File: config.mk
export PLATFORM = sky130hd
export DESIGN_NAME = transmit_frame_shaper
export DESIGN_NICKNAME = d
export VERILOG_FILES = /design/src/rtl/transmit_frame_shaper.sv
export SDC_FILE = /design/constraint.sdc
export NUM_CORES = 1
export LEC_CHECK = 0
export ABC_AREA = 1
export CORE_MARGIN = 3
export CORE_UTILIZATION = 52
export CTS_BUF_LIST = sky130_fd_sc_hd__clkbuf_8
export CTS_CLUSTER_DIAMETER = 150
export DETAILED_ROUTE_END_ITERATION = 7
export GPL_TIMING_DRIVEN = 0
export PLACE_DENSITY = 0.85
export SYNTH_ARGS = -nofsm -noshare
export SYNTH_HDL_FRONTEND = slang
export SYNTH_SLANG_ARGS = --single-unit
File: constraint.sdc
create_clock -name i_clk -period 2 [get_ports i_clk]
set_input_delay 0.5 -clock i_clk [delete_from_list [all_inputs] [get_ports i_clk]]
set_output_delay 0.5 -clock i_clk [all_outputs]
set_load 0.005 [all_outputs]
File: src/rtl/transmit_frame_shaper.sv
// rtl/transmit_frame_shaper.sv - byte-stream frame shaper for a transmit MAC
// Pads short frames, truncates long ones, discards after underrun and enforces the inter-frame gap.
module transmit_frame_shaper #(
  parameter int MIN_LEN    = 60,
  parameter int MAX_LEN    = 1514,
  parameter int IFG_CYCLES = 20
) (
  input  logic        i_clk,
  input  logic        i_rst_n,
  input  logic        i_pkt_valid,
  input  logic [7:0]  iv_pkt_data,
  input  logic        i_pkt_last,
  output logic        o_pkt_ready,
  output logic        o_data_wr,
  output logic [7:0]  ov_data,
  output logic        o_frame_done,
  output logic        o_underrun,
  output logic        o_oversize,
  output logic [15:0] ov_frame_cnt
);

  typedef enum logic [2:0] {
    S_IDLE,
    S_XMIT,
    S_PAD,
    S_DISCARD,
    S_IFG
  } state_t;

  localparam int              IW       = $clog2(IFG_CYCLES + 1);
  localparam logic [IW-1:0]   IFG_LAST = IW'(IFG_CYCLES - 1);
  localparam logic [10:0]     MIN_C    = 11'(MIN_LEN);
  localparam logic [10:0]     MAX_C    = 11'(MAX_LEN);

  state_t        state;
  logic [10:0]   cnt;
  logic [IW-1:0] ifg_cnt;
  logic          discard_pend;
  logic          xfer;
  logic [10:0]   next_cnt;

  assign o_pkt_ready = i_rst_n && (state == S_IDLE || state == S_XMIT || state == S_DISCARD);
  assign xfer        = i_pkt_valid && o_pkt_ready;
  assign next_cnt    = (state == S_IDLE) ? 11'd1 : cnt + 11'd1;

  always_ff @(posedge i_clk or negedge i_rst_n) begin
    if (!i_rst_n) begin
      state        <= S_IDLE;
      cnt          <= '0;
      ifg_cnt      <= '0;
      discard_pend <= 1'b0;
      o_data_wr    <= 1'b0;
      ov_data      <= 8'h00;
      o_frame_done <= 1'b0;
      o_underrun   <= 1'b0;
      o_oversize   <= 1'b0;
      ov_frame_cnt <= 16'h0000;
    end else begin
      o_data_wr    <= 1'b0;
      ov_data      <= 8'h00;
      o_frame_done <= 1'b0;
      o_underrun   <= 1'b0;
      o_oversize   <= 1'b0;
      case (state)
        S_IDLE, S_XMIT: begin
          if (xfer) begin
            o_data_wr <= 1'b1;
            ov_data   <= iv_pkt_data;
            cnt       <= next_cnt;
            if (i_pkt_last) begin
              if (next_cnt >= MIN_C) begin
                o_frame_done <= 1'b1;
                ov_frame_cnt <= ov_frame_cnt + 16'd1;
                ifg_cnt      <= '0;
                state        <= S_IFG;
              end else begin
                state <= S_PAD;
              end
            end else if (next_cnt == MAX_C) begin
              o_frame_done <= 1'b1;
              o_oversize   <= 1'b1;
              ov_frame_cnt <= ov_frame_cnt + 16'd1;
              ifg_cnt      <= '0;
              state        <= S_DISCARD;
            end else begin
              state <= S_XMIT;
            end
          end else if (state == S_XMIT) begin
            // Stall mid-frame: a pad byte goes out this very cycle so the strobe never gaps.
            o_underrun <= 1'b1;
            o_data_wr  <= 1'b1;
            cnt        <= next_cnt;
            if (next_cnt >= MIN_C) begin
              o_frame_done <= 1'b1;
              ov_frame_cnt <= ov_frame_cnt + 16'd1;
              ifg_cnt      <= '0;
              state        <= S_DISCARD;
            end else begin
              discard_pend <= 1'b1;
              state        <= S_PAD;
            end
          end
        end
        S_PAD: begin
          o_data_wr <= 1'b1;
          cnt       <= next_cnt;
          if (next_cnt == MIN_C) begin
            o_frame_done <= 1'b1;
            ov_frame_cnt <= ov_frame_cnt + 16'd1;
            ifg_cnt      <= '0;
            discard_pend <= 1'b0;
            state        <= discard_pend ? S_DISCARD : S_IFG;
          end
        end
        S_DISCARD: begin
          // The gap timer already runs here so discard time counts toward the IFG.
          if (ifg_cnt != IFG_LAST) begin
            ifg_cnt <= ifg_cnt + IW'(1);
          end
          if (xfer && i_pkt_last) begin
            state <= S_IFG;
          end
        end
        S_IFG: begin
          if (ifg_cnt >= IFG_LAST) begin
            ifg_cnt <= '0;
            state   <= S_IDLE;
          end else begin
            ifg_cnt <= ifg_cnt + IW'(1);
          end
        end
        default: state <= S_IDLE;
      endcase
    end
  end

endmodule

# After elaboration in Yosys (flattened, before gate mapping)
# Index checks and enable logic that the tools add are counted.
# word_totals
ff_bits	48
input_bits	12
out_inout_bits	29
# classes
n_addsub	3
n_lt_le_gt_ge	2
n_eq_ne	16
mux	53
n_reduce_logical	14
# ops
operator	count
two-way mux 16 bit	6
two-way mux 5 bit	8
two-way mux 11 bit	3
one-hot mux 16 bit (2 select lines)	1
two-way mux 3 bit	8
one-hot mux 11 bit (2 select lines)	1
one-hot mux 5 bit (4 select lines)	1
two-way mux 1 bit	18
adder 16 x 1 -> 16 bit (second input constant)	1
two-way mux 8 bit	2
one-hot mux 3 bit (4 select lines)	1
adder 11 x 1 -> 11 bit (second input constant)	1
== test 11 bit (second input constant)	1
== test 11 x 6 -> 1 bit (second input constant)	1
greater-or-equal comparator 11 x 6 -> 1 bit (second input constant)	1
inequality test 2 bit (second input constant)	5
AND reduction 5 bit	2
AND reduction 4 bit	2
== test 3 x 2 -> 1 bit (second input constant)	2
one-hot mux 1 bit (2 select lines)	3
adder 5 x 1 -> 5 bit (second input constant)	1
greater-or-equal comparator 5 bit (second input constant)	1
inequality test 5 bit (second input constant)	1
inequality test 2 x 1 -> 1 bit (second input constant)	2
other kinds (12)	15

# Longest topological paths before layout
# Gate-level depths: netlist (run 1).
# depth
ltp_word	8
ltp_mapped	17
depth_no_buf	17

# Least setup slack after synthesis (run 1)
# No wires, ideal clock.
# synth_path
path_type	flip-flop to flip-flop
start	register cnt[0]
end	register ov_frame_cnt[5]
setup_time_ps	116
t_arrival_ps	1850
required_time_ps	1884
slack_ps	34
stages_incl_launch_ff	15
synth_period_minus_slack_ps	1966
path_cell_list	dfrtp_1 -> ha_1 -> nand3_2 -> nor2_2 -> nand2_1 -> nand2_1 -> nand3_1 -> nor2_1 -> nand3_2 -> nand2_1 -> nand2_2 -> nor2_8 -> nand2_2 -> nand2_1 -> nand2_1
# synth_via
elab_chain_len	7
word_cells_on_any_way	13
classes_between	add/sub: 1; order compare: 1; eq/ne: 4; mux: 6; reduce/logical: 1
# synth_rtl
element	line	text
start: declaration	36	logic [10:0] cnt;
start signal: assignment	69	cnt <= next_cnt;
start signal: assignment	92	cnt <= next_cnt;
start signal: assignment	106	cnt <= next_cnt;
adder 11 x 1 -> 11 bit *	44	assign next_cnt = (state == S_IDLE) ? 11'd1 : cnt + 11'd1;
two-way mux 11 bit *	44	
greater-or-equal comparator 11 x 6 -> 1 bit	71, 93	
two-way mux 16 bit	-	
two-way mux 16 bit (on tied branches)	-	
two-way mux 16 bit	-	
one-hot mux 16 bit (2 select lines)	-	
end signal: assignment	73	ov_frame_cnt <= ov_frame_cnt + 16'd1;
end signal: assignment	82	ov_frame_cnt <= ov_frame_cnt + 16'd1;
end signal: assignment	95	ov_frame_cnt <= ov_frame_cnt + 16'd1;
end: declaration	19	output logic [15:0] ov_frame_cnt
# Every way passes the cells marked *; elsewhere a longest branch is shown, timed or not. The select of a mux whose other input is x is not followed.
# A chain may end at the register's enable or synchronous reset.

# Final worst setup path (run 1)
# layout_path
start	register cnt[0]
end	register ov_frame_cnt[14]
# Same word-level chain as after synthesis.

==> out/qor.csv, run 1 <==
stage,metric,value,unit
status,status,finished with violations,
status,failing checks,setup timing,
setup_path,Worst Path Buf+Inv,3,
sta,final setup margin,-108.1,ps
setup_path,crit path launch type,register,
place,Final GP Congestion,0.9012,
global_route,largest net degree at the start of global routing,26,
die,core box area,5608,um2
global_route,first-pass GRT wire length,13.51,mm
drt,DR WL/cell,14.94,um
power,leakage power,2.061,nW
place,IO Port Bufs,39,
setup_path,flop-to-flop setup slack,-110,ps
yosys,register bit total from synthesis,48,
power,Pwr Total,4.430,mW
setup_path,cell family with most CP delay,simple AND/OR/NAND/NOR gates,
final_layout,layout cells sized above 1,25.14,%
drt,Initial DRC Count,247,
place,post-DP HPWL,5.333,mm
yosys,main combinational cell family by area after synthesis,simple AND/OR/NAND/NOR gates,
clock_tree,clock latency at the later pin of the worst-skew pair,310,ps
drt,Vias,3255,
yosys,Simple-Gate Fraction of Synth Area,39.59,%
yosys,top cell type's share of synthesized area,39.06,%
yosys,Synth Warn #,0,
yosys,Yosys top cell by area,dfrtp_1,
drt,ANT nets after route,0,
global_route,GRT overflow,0,
yosys,top_reg_cell synth,dfrtp_1,
die,Starting Density,54.84,%
yosys,Compound-Gate Fraction of Synth Area,7.689,%
drt,number of remaining DRC errors,0,
global_route,GRT Util Overall,23.38,%
setup_path,Critical Path RT,2250,ps
yosys,Synth Cell Area,3075,um2
setup_path,worst reg-to-reg path cell count,14,
sta,slew margin rel.,53.80,%
clock_tree,maximum buffer depth of the clock tree,2,
setup_path,"slowest stage delay, CP",410,ps
final_layout,"commonest cells after routing, fill and taps aside","122 x nand2_1, 62 x inv_1, 42 x dfrtp_1",
setup_path,Critical R2R Launch,cnt[0]$_DFFE_PN0P_,
sta,Final Hold Viols,0,
drt,WL final,8.860,mm
clock_tree,CTS HTree Levels,2,
yosys,Synth Area in XOR/XNOR,2.278,%
clock_tree,clock root cell,clkbuf_8,
final_layout,number of antenna diodes,0,
final_layout,post-route cell area,4234,um2
clock_tree,clk slew on worst S/H paths,90,ps
setup_path,ordered list of cells on the worst path,buf_6 > nand3_4 > nor2_4 > nand3_1 > nand3_1 > nand2_1 > nor2_4 > nand3_2 > nand2_4 > inv_4 > nor2_8 > buf_4 > nand4_1 > nand2_1,
yosys,post-synth cell types,33,
global_route,initial antenna violation count,0,
sta,fmax,474.4,MHz
place,pre-CTS WS,-740.5,ps
yosys,number of synthesized flops with an enable pin,0,
sta,hold_ws,10.97,ps
sta,RSZ-0062 raised after global routing,yes,
setup_path,critical path arrival,2360,ps
sta,Max Transition Viols Final,0,
die,Ports,41,
worst_hold_path,hold crit path type,in2async,
die,row count,27,
drt,via/cell ratio,5.489,
sta,fin crit share,105.4,%
yosys,Syn Nets,458,
drt,drt pass-1 iters,5,
die,total die area,6873,um2
power,power per cell area,1046,nW/um2
setup_path,CP Max Fanout,7,
die,Die W,82.91,um
yosys,register area share after synthesis,39.06,%
global_route,vias in the first global route,3067,
sta,Clock Skew,8.065,ps
final_layout,Final nets,536,
yosys,post-synthesis mux area share,0,%
place,Placement Cell Area,3571,um2
yosys,Mean Syn Cell Area,6.942,um2
die,Chip Height,82.91,um
clock_tree,CTS tree,built,
clock_tree,clock sink count,48,
sta,Worst-Margin Slew,685.7,ps
yosys,Synth area leaders,"dfrtp_1 39%, nand2_1 18%, inv_1 8.2%",
clock_tree,post-cts hold buffer count,0,
final_layout,Area Overhead vs Synth,37.67,%
setup_path,CP Capture Type,register,
setup_path,Crit-path slowest cell,dfrtp_2,
sta,final worst path period need,2108,ps
run,max-cap viol count,0,
yosys,adder-cell share of the synthesized area,1.221,%
setup_path,Setup Crit Path Kind,reg2reg,
final_layout,Layout Utilization,75.50,%
final_layout,"commonest non-fill, non-tap cell in the layout",nand2_1,
yosys,cell count after synthesis,443,
sta,# setup viols final,24,
clock_tree,total CTS buffers,5,
setup_path,reg2reg end,ov_frame_cnt[14]$_DFFE_PN0P_,
power,Max VDD drop,796.5,uV
yosys,post-synthesis async set-or-reset flop share,100.0,%
timing repair:
action	CTS	global route
pin swaps	21	39
setup buffers	13	16
cloned	0	2
gates resized for setup	32	75
setup endpoints to repair	48	38
stage by stage:
stage | cells | TNS, ps
after floorplan | 443 | 0
after global placement | 554 | -148220
after detailed placement | 555 | -27550
after CTS | 575 | -500.4
after global routing | 593 | -4820
final | 593 | -1370
report_power, final:
part           internal, mW  switching (mW)  total (mW)  leakage, nW
clock                 0.238           0.350       0.588       0.0400
sequential             1.12           0.168        1.29        0.647
combinational          1.03            1.52        2.56         1.37
total                  2.39            2.04        4.43         2.06
cell families after synthesis:
logic type               after synthesis
AO/OA/AOI/OAI                         39
XOR/XNOR                               8
adder cells (fa/ha/maj)                3
buffers and inverters                 78
flip-flops                            48
AND/OR/NAND/NOR                      267
state kept, by name, indices dropped and copies added, names as in the netlist:
| register | flops |
|---|---|
| cnt | 11 |
| ifg_cnt | 5 |
| ov_frame_cnt | 16 |
| state | 3 |
| o_frame_done | 1 |
| o_data_wr | 1 |
| ov_data | 8 |
| o_oversize | 1 |
| discard_pend | 1 |
| o_underrun | 1 |
layer usage:
metal / share of wire [%] / routed length [um] / track usage, % / up-vias
met3: 7.6 / 669 / 6.250 / 27
met5: 0 / 0 / 0 / -
met2: 52 / 4565 / 41.76 / 145
li1: - / - / - / 1545
met4: 2.6 / 229 / 7.132 / 0
met1: 38 / 3396 / 27.22 / 1538
worst max path at each step:
stage | from | slack (ps) | end | depth (start not counted)
2_1_floorplan | cnt[0]$_DFFE_PN0P_ | 30 | ov_frame_cnt[5]$_DFFE_PN0P_ | 14
3_3_place_gp | i_rst_n | -2210 | ifg_cnt[0]$_DFFE_PN0P_ | 11
3_5_place_dp | i_rst_n | -740 | ifg_cnt[1]$_DFFE_PN0P_ | 12
4_1_cts | cnt[0]$_DFFE_PN0P_ | -50 | ov_frame_cnt[5]$_DFFE_PN0P_ | 17
5_1_grt | cnt[0]$_DFFE_PN0P_ | -250 | ov_frame_cnt[14]$_DFFE_PN0P_ | 14
6_report | cnt[0]$_DFFE_PN0P_ | -110 | ov_frame_cnt[14]$_DFFE_PN0P_ | 14
layout make-up:
cell class | count | area (um2)
Multi-Input combinational cell | 318 | 1856
Fill cell | 416 | 1374
Sequential cell | 48 | 1209
Timing Repair Buffer | 70 | 663.1
Inverter | 73 | 294.0
Tap cell | 72 | 90.09
Clock buffer | 5 | 68.82
Buffer | 5 | 41.29
Clock inverter | 2 | 12.51
synthesized netlist by cell type, drive strengths merged (2+ instances only):
| cell type | count |
|---|---|
| nand3 | 27 |
| ha | 3 |
| buf | 4 |
| a21oi | 4 |
| nand4 | 17 |
| nor3 | 5 |
| a21boi | 2 |
| o211ai | 6 |
| nand2 | 156 |
| xor2 | 7 |
| nor2 | 59 |
| o21ai | 24 |
| inv | 73 |
| dfrtp | 48 |
| nor4 | 3 |
| a31oi | 2 |
Note: power is estimated with default switching activity, not from simulation.
==> run 2, diff against run 1 <==
--- a/config.mk
+++ b/config.mk
@@ -7,12 +7,12 @@
 export LEC_CHECK = 0
 export ABC_AREA = 1
 export CORE_MARGIN = 3
-export CORE_UTILIZATION = 52
+export CORE_UTILIZATION = 47
 export CTS_BUF_LIST = sky130_fd_sc_hd__clkbuf_8
 export CTS_CLUSTER_DIAMETER = 150
 export DETAILED_ROUTE_END_ITERATION = 7
 export GPL_TIMING_DRIVEN = 0
-export PLACE_DENSITY = 0.85
+export PLACE_DENSITY = 0.79
 export SYNTH_ARGS = -nofsm -noshare
 export SYNTH_HDL_FRONTEND = slang
 export SYNTH_SLANG_ARGS = --single-unit
==> run 2 against run 1 <==
- the flow finishes with violations (hold timing, setup timing)
- final cell count grew 1.3%
- count of clock-buffer cells in the layout is 1 higher
- wire length up 3.8%
- combinational power rose by 12%
- total power rose by 8.3%
- critical path depth increased by 1
- sequential power about the same
- worst hold slack lost 12 ps
- register-to-register slack got worse by 50 ps
- die area up 9.8%
- non-clock buffer count increased by 5
- critical path type unchanged
- highest routed layer unchanged
==> out/qor.csv, run 2 (synthesis gave the netlist of run 1 again) <==
stage,metric,value,unit
status,status,finished with violations,
status,failing checks,"hold timing, setup timing",
sta,hold_ws,-0.6746,ps
sta,Final Hold Viols,10,
sta,# setup viols final,26,
worst_hold_path,hold crit path type,in2async,
die,total die area,7550,um2
final_layout,Final nets,540,
final_layout,"commonest cells after routing, fill and taps aside","120 x nand2_1, 60 x inv_1, 44 x dfrtp_1",
sta,RSZ-0062 raised after global routing,yes,
clock_tree,CTS HTree Levels,2,
die,Ports,41,
sta,Max Transition Viols Final,0,
setup_path,Worst Path Buf+Inv,2,
die,Starting Density,50.16,%
power,power per cell area,1097,nW/um2
setup_path,crit path launch type,register,
die,Chip Height,86.89,um
final_layout,"commonest non-fill, non-tap cell in the layout",nand2_1,
drt,ANT nets after route,0,
global_route,largest net degree at the start of global routing,18,
setup_path,critical path arrival,2400,ps
setup_path,Setup Crit Path Kind,reg2reg,
power,leakage power,2.106,nW
setup_path,most frequent CP cell,nand2_2,
setup_path,cell family with most CP delay,simple AND/OR/NAND/NOR gates,
sta,fin crit share,107.7,%
power,sw frac,45.11,%
place,Final GP Congestion,0.8766,
global_route,GRT overflow,0,
final_layout,post-route cell area,4372,um2
final_layout,Largest regs,"ov_frame_cnt (16), cnt (11), ov_data (8)",
drt,via/cell ratio,5.473,
final_layout,max reg flops,16,
power,Comb power frac,59.6,%
setup_path,CP Capture Type,register,
final_layout,layout cells sized above 1,26.24,%
sta,Clock Skew,10.44,ps
place,Placement Cell Area,3575,um2
place,post-DP HPWL,5.343,mm
power,Max VDD drop,696.3,uV
clock_tree,clock sink count,48,
power,clock network power share,13.7,%
clock_tree,maximum buffer depth of the clock tree,2,
die,row count,28,
die,Die W,86.89,um
global_route,first-pass GRT wire length,13.94,mm
place,pre-CTS WS,-601.5,ps
global_route,initial antenna violation count,0,
global_route,GRT Util Overall,22.93,%
power,sequential power share,26.7,%
setup_path,Critical R2R Launch,cnt[0]$_DFFE_PN0P_,
setup_path,Critical Path RT,2250,ps
final_layout,fillers,466,
sta,total negative slack,-2795,ps
sta,final setup margin,-154.9,ps
clock_tree,total CTS buffers,5,
final_layout,Reg with most FFs,ov_frame_cnt,
final_layout,number of antenna diodes,0,
setup_path,ordered list of cells on the worst path,ha_4 > nand2_2 > inv_2 > nand2_2 > nand2_2 > buf_4 > nor2_2 > nand2_2 > nor2_4 > nor2_4 > nand2_4 > o21ai_0 > o21ai_0 > nand2_1 > nand2_1,
sta,final worst path period need,2155,ps
place,IO Port Bufs,39,
die,core box area,6131,um2
setup_path,"slowest stage delay, CP",460,ps
sta,slew margin rel.,58.15,%
clock_tree,CTS tree,built,
clock_tree,clock latency at the later pin of the worst-skew pair,310,ps
sta,Worst-Margin Slew,622.9,ps
final_layout,Area Overhead vs Synth,42.15,%
global_route,vias in the first global route,3095,
sta,fmax,464.1,MHz
power,Pwr Total,4.796,mW
drt,DR WL/cell,15.31,um
setup_path,Critical Path Start,cnt[0]$_DFFE_PN0P_,
drt,Initial DRC Count,204,
clock_tree,clock root cell,clkbuf_8,
power,Int Pwr,2.633,mW
setup_path,Crit-path slowest cell,dfrtp_2,
run,max-cap viol count,0,
drt,number of remaining DRC errors,0,
drt,Vias,3289,
drt,drt pass-1 iters,4,
setup_path,CP Max Fanout,9,
power,Sw Pwr,2.164,mW
clock_tree,clk slew on worst S/H paths,100,ps
final_layout,Layout Utilization,71.31,%
drt,WL final,9.201,mm
## run 2: area by class of cell
| type | count | area, um2 | share of cell area, % |
|---|---|---|---|
| Sequential cell | 48 | 1206 | 27.59 |
| Clock buffer | 6 | 82.58 | 1.889 |
| Timing Repair Buffer | 75 | 775.7 | 17.74 |
| Inverter | 73 | 289.0 | 6.611 |
| Clock inverter | 2 | 15.01 | 0.3434 |
| Tap cell | 75 | 93.84 | 2.147 |
| Buffer | 5 | 45.04 | 1.030 |
| Multi-Input combinational cell | 317 | 1864 | 42.64 |
## run 2: timing repair
item / 4_1_cts / 5_1_grt
pin swaps: 20 / 22
buffers inserted: 28 / 5
endpoints found under the setup margin: 39 / 36
hold buffers: 0 / 0
gates resized for setup: 48 / 57
cloned: 2 / 1
## run 2: final timing paths
kind | end | slack [ps] | cells after the start
min in group i_clk | ov_frame_cnt[13]$_DFFE_PN0P_ | 510 | 2
max reg2reg | state[0]$_DFFE_PN0P_ | -150 | 15
max | state[0]$_DFFE_PN0P_ | -150 | 15
max in group asynchronous | state[0]$_DFFE_PN0P_ | 1500 | 2
min | cnt[4]$_DFFE_PN0P_ | -0.7 | 1
min reg2reg | ov_frame_cnt[13]$_DFFE_PN0P_ | 510 | 2
## run 2: per-layer routing
| layer | vias to the layer above | track usage [%] | wire length, um |
|---|---|---|---|
| li1 | 1559 | - | - |
| met1 | 1556 | 27.76 | 3613 |
| met4 | 0 | 7.507 | 255 |
| met5 | - | 0 | 0 |
| met3 | 28 | 6.623 | 599 |
| met2 | 146 | 39.06 | 4733 |
## run 2: worst reg2reg max path, stage by stage (launching register included)
cell     delay (ps)
dfrtp_2         460
ha_4            200
nand2_2          70
inv_2            40
nand2_2          70
nand2_2          80
buf_4           140
nor2_2          130
nand2_2         100
nor2_4          130
nor2_4           70
nand2_4         140
o21ai_0         100
o21ai_0         210
nand2_1          90
nand2_1          70
## run 2: power by group through the flow
stage / clock, mW / combinational, mW / sequential (mW)
4_1_cts: 0.653 / 2.38 / 1.27
3_5_place_dp: 0 / 1.74 / 1.28
5_1_grt: 0.686 / 3.07 / 1.30
6_report: 0.657 / 2.86 / 1.28
2_1_floorplan: 0 / 1.25 / 1.26
3_3_place_gp: 0 / 1.71 / 1.27
## run 2: stage by stage
| step | std cells | hold slack (ps) |
|---|---|---|
| floorplan | 443 | 204.4 |
| global placement | 557 | 495.5 |
| detailed placement | 558 | 442.7 |
| CTS | 595 | 9.391 |
| global route | 601 | 4.039 |
| finish | 601 | -0.6746 |
==> run 3, diff against run 2 <==
--- a/config.mk
+++ b/config.mk
@@ -12,6 +12,7 @@
 export CTS_CLUSTER_DIAMETER = 150
 export DETAILED_ROUTE_END_ITERATION = 7
 export GPL_TIMING_DRIVEN = 0
+export HOLD_SLACK_MARGIN = 0.02
 export PLACE_DENSITY = 0.79
 export SYNTH_ARGS = -nofsm -noshare
 export SYNTH_HDL_FRONTEND = slang
==> run 3 against run 2 <==
- the flow finishes with violations (setup timing)
- combinational power hardly changed
- non-clock buffer count grew 1
- first-iteration DRC count did not move
- worst setup slack better by 5.7 ps
- count of clock-buffer cells in the layout unchanged
- global-route usage up 0.080 points
- sequential power about the same
- worst hold slack improved by 93 ps
- register-to-register slack about the same
- sequential share of layout area down 0.063 points
==> out/qor.csv, run 3 (synthesis gave the netlist of run 1 again) <==
stage,metric,value,unit
status,status,finished with violations,
status,failing checks,setup timing,
drt,ANT nets after route,0,
place,IO Port Bufs,39,
die,core box area,6131,um2
sta,final worst path period need,2149,ps
drt,DR WL/cell,15.26,um
setup_path,CP Max Fanout,9,
final_layout,"commonest non-fill, non-tap cell in the layout",nand2_1,
sta,final setup margin,-149.2,ps
final_layout,Final nets,541,
sta,Clock Skew,9.909,ps
sta,slew margin rel.,54.85,%
clock_tree,total CTS buffers,5,
global_route,GRT overflow,0,
sta,Final Hold Viols,0,
power,Int Pwr,2.635,mW
final_layout,Layout Utilization,71.47,%
final_layout,"commonest cells after routing, fill and taps aside","120 x nand2_1, 60 x inv_1, 44 x dfrtp_1",
final_layout,Area Overhead vs Synth,42.47,%
drt,WL final,9.187,mm
drt,drt pass-1 iters,6,
die,total die area,7550,um2
setup_path,"slowest stage delay, CP",450,ps
final_layout,fillers,468,
sta,Max Transition Viols Final,0,
sta,# setup viols final,26,
clock_tree,maximum buffer depth of the clock tree,2,
die,Starting Density,50.16,%
sta,fin crit share,107.5,%
setup_path,CP Capture Type,register,
power,Max VDD drop,693.8,uV
place,Placement Cell Area,3575,um2
sta,fmax,465.3,MHz
sta,RSZ-0062 raised after global routing,yes,
run,max-cap viol count,0,
clock_tree,clock root cell,clkbuf_8,
place,post-DP HPWL,5.343,mm
sta,hold_ws,92.58,ps
setup_path,crit path launch type,register,
worst_hold_path,hold crit path type,in2async,
die,Die W,86.89,um
clock_tree,clk slew on worst S/H paths,100,ps
final_layout,layout cells sized above 1,26.19,%
drt,number of remaining DRC errors,0,
setup_path,Crit-path slowest cell,dfrtp_2,
place,Final GP Congestion,0.8766,
global_route,initial antenna violation count,0,
clock_tree,CTS HTree Levels,2,
setup_path,most frequent CP cell,nand2_2,
final_layout,post-route cell area,4382,um2
power,clock network power share,13.6,%
die,Chip Height,86.89,um
global_route,largest net degree at the start of global routing,18,
power,leakage power,2.110,nW
final_layout,Largest regs,"ov_frame_cnt (16), cnt (11), ov_data (8)",
setup_path,critical path arrival,2390,ps
setup_path,Critical Path RT,2240,ps
power,sequential power share,26.6,%
clock_tree,clock sink count,48,
global_route,GRT Util Overall,23.01,%
sta,Worst-Margin Slew,675.1,ps
setup_path,ordered list of cells on the worst path,ha_4 > inv_2 > nand2_2 > nand2_2 > nand2_2 > buf_4 > nor2_2 > nand2_2 > nor2_4 > nor2_4 > nand2_4 > o21ai_0 > o21ai_0 > nand2_1 > nand2_1,
setup_path,Worst Path Buf+Inv,2,
power,power per cell area,1094,nW/um2
setup_path,Setup Crit Path Kind,reg2reg,
final_layout,max reg flops,16,
power,Sw Pwr,2.161,mW
global_route,vias in the first global route,3095,
global_route,first-pass GRT wire length,13.97,mm
die,row count,28,
power,sw frac,45.06,%
final_layout,number of antenna diodes,0,
power,Comb power frac,59.8,%
clock_tree,CTS tree,built,
drt,Vias,3257,
final_layout,Reg with most FFs,ov_frame_cnt,
drt,Initial DRC Count,204,
clock_tree,clock latency at the later pin of the worst-skew pair,310,ps
setup_path,cell family with most CP delay,simple AND/OR/NAND/NOR gates,
drt,via/cell ratio,5.410,
die,Ports,41,
[run 3: cell types whose count changed in the layout (fill, tap and decap cells not counted)]
cell	previous run	this run
dlygate4sd3_1	0	1
[run 3: path summary, 6_finish.rpt]
kind	from	end	slack (ps)	depth (start not counted)
max in group asynchronous	i_rst_n	cnt[10]$_DFFE_PN0P_	800	2
worst min-delay path	i_rst_n	cnt[0]$_DFFE_PN0P_	90	2
worst max register to register	cnt[0]$_DFFE_PN0P_	state[0]$_DFFE_PN0P_	-150	15
min in group i_clk	ov_frame_cnt[13]$_DFFE_PN0P_	ov_frame_cnt[13]$_DFFE_PN0P_	510	2
worst max-delay path	cnt[0]$_DFFE_PN0P_	state[0]$_DFFE_PN0P_	-150	15
worst min register to register	ov_frame_cnt[13]$_DFFE_PN0P_	ov_frame_cnt[13]$_DFFE_PN0P_	510	2
[run 3: layout make-up]
class	instances	area [um2]	share of cell area (%)
inverters	73	289.0	6.596
clock inverters	2	15.01	0.3427
well taps	75	93.84	2.142
plain buffers	5	45.04	1.028
repair buffers	76	785.8	17.93
multi-input cells	317	1864	42.55
flip-flops and latches	48	1206	27.53
clock buffers	6	82.58	1.885
[run 3: worst reg2reg max path, delay by kind of cell (launching register included)]
| family | cells | cell delay (ps) |
|---|---|---|
| and+or+nand+nor | 10 | 930 |
| DFF | 1 | 450 |
| AOI/OAI and AO/OA | 2 | 300 |
| adders and majority gates | 1 | 200 |
| buffers and inverters | 2 | 190 |
[run 3: stage by stage]
stage | setup slack [ps] | TNS, ps | instances | power, mW
3_3_place_gp | -2248 | -152090 | 557 | 2.982
4_1_cts | -31.63 | -181.5 | 596 | 4.302
2_1_floorplan | 33.88 | 0 | 443 | 2.503
6_report | -149.2 | -2681 | 602 | 4.796
3_5_place_dp | -601.5 | -21990 | 558 | 3.024
5_1_grt | -325.6 | -6146 | 602 | 5.051
[run 3: per-layer routing]
layer	part of all wire [%]	vias to the layer above	GRT usage, %
li1	-	1564	-
met1	39	1532	27.88
met2	51	124	39.06
met3	6.8	37	6.623
met4	3.2	0	7.790
met5	0	-	0
[run 3: power groups by stage]
stage                     Sequential (mW)  Combinational, mW  Clock [mW]
after CTS                            1.27               2.38       0.653
after global routing                 1.30               3.07       0.686
after detailed placement             1.28               1.74           0
after floorplan                      1.26               1.25           0
after global placement               1.27               1.71           0
final                                1.28               2.87       0.652
[run 3: repair_timing]
action | 4_1_cts | 5_1_grt
hold endpoints to repair | 15 | 0
pin swaps | 20 | 22
buffers inserted | 28 | 5
endpoints found under the setup margin | 39 | 36
hold buffers | 1 | 0
gates cloned | 2 | 1
gates resized for setup | 48 | 57
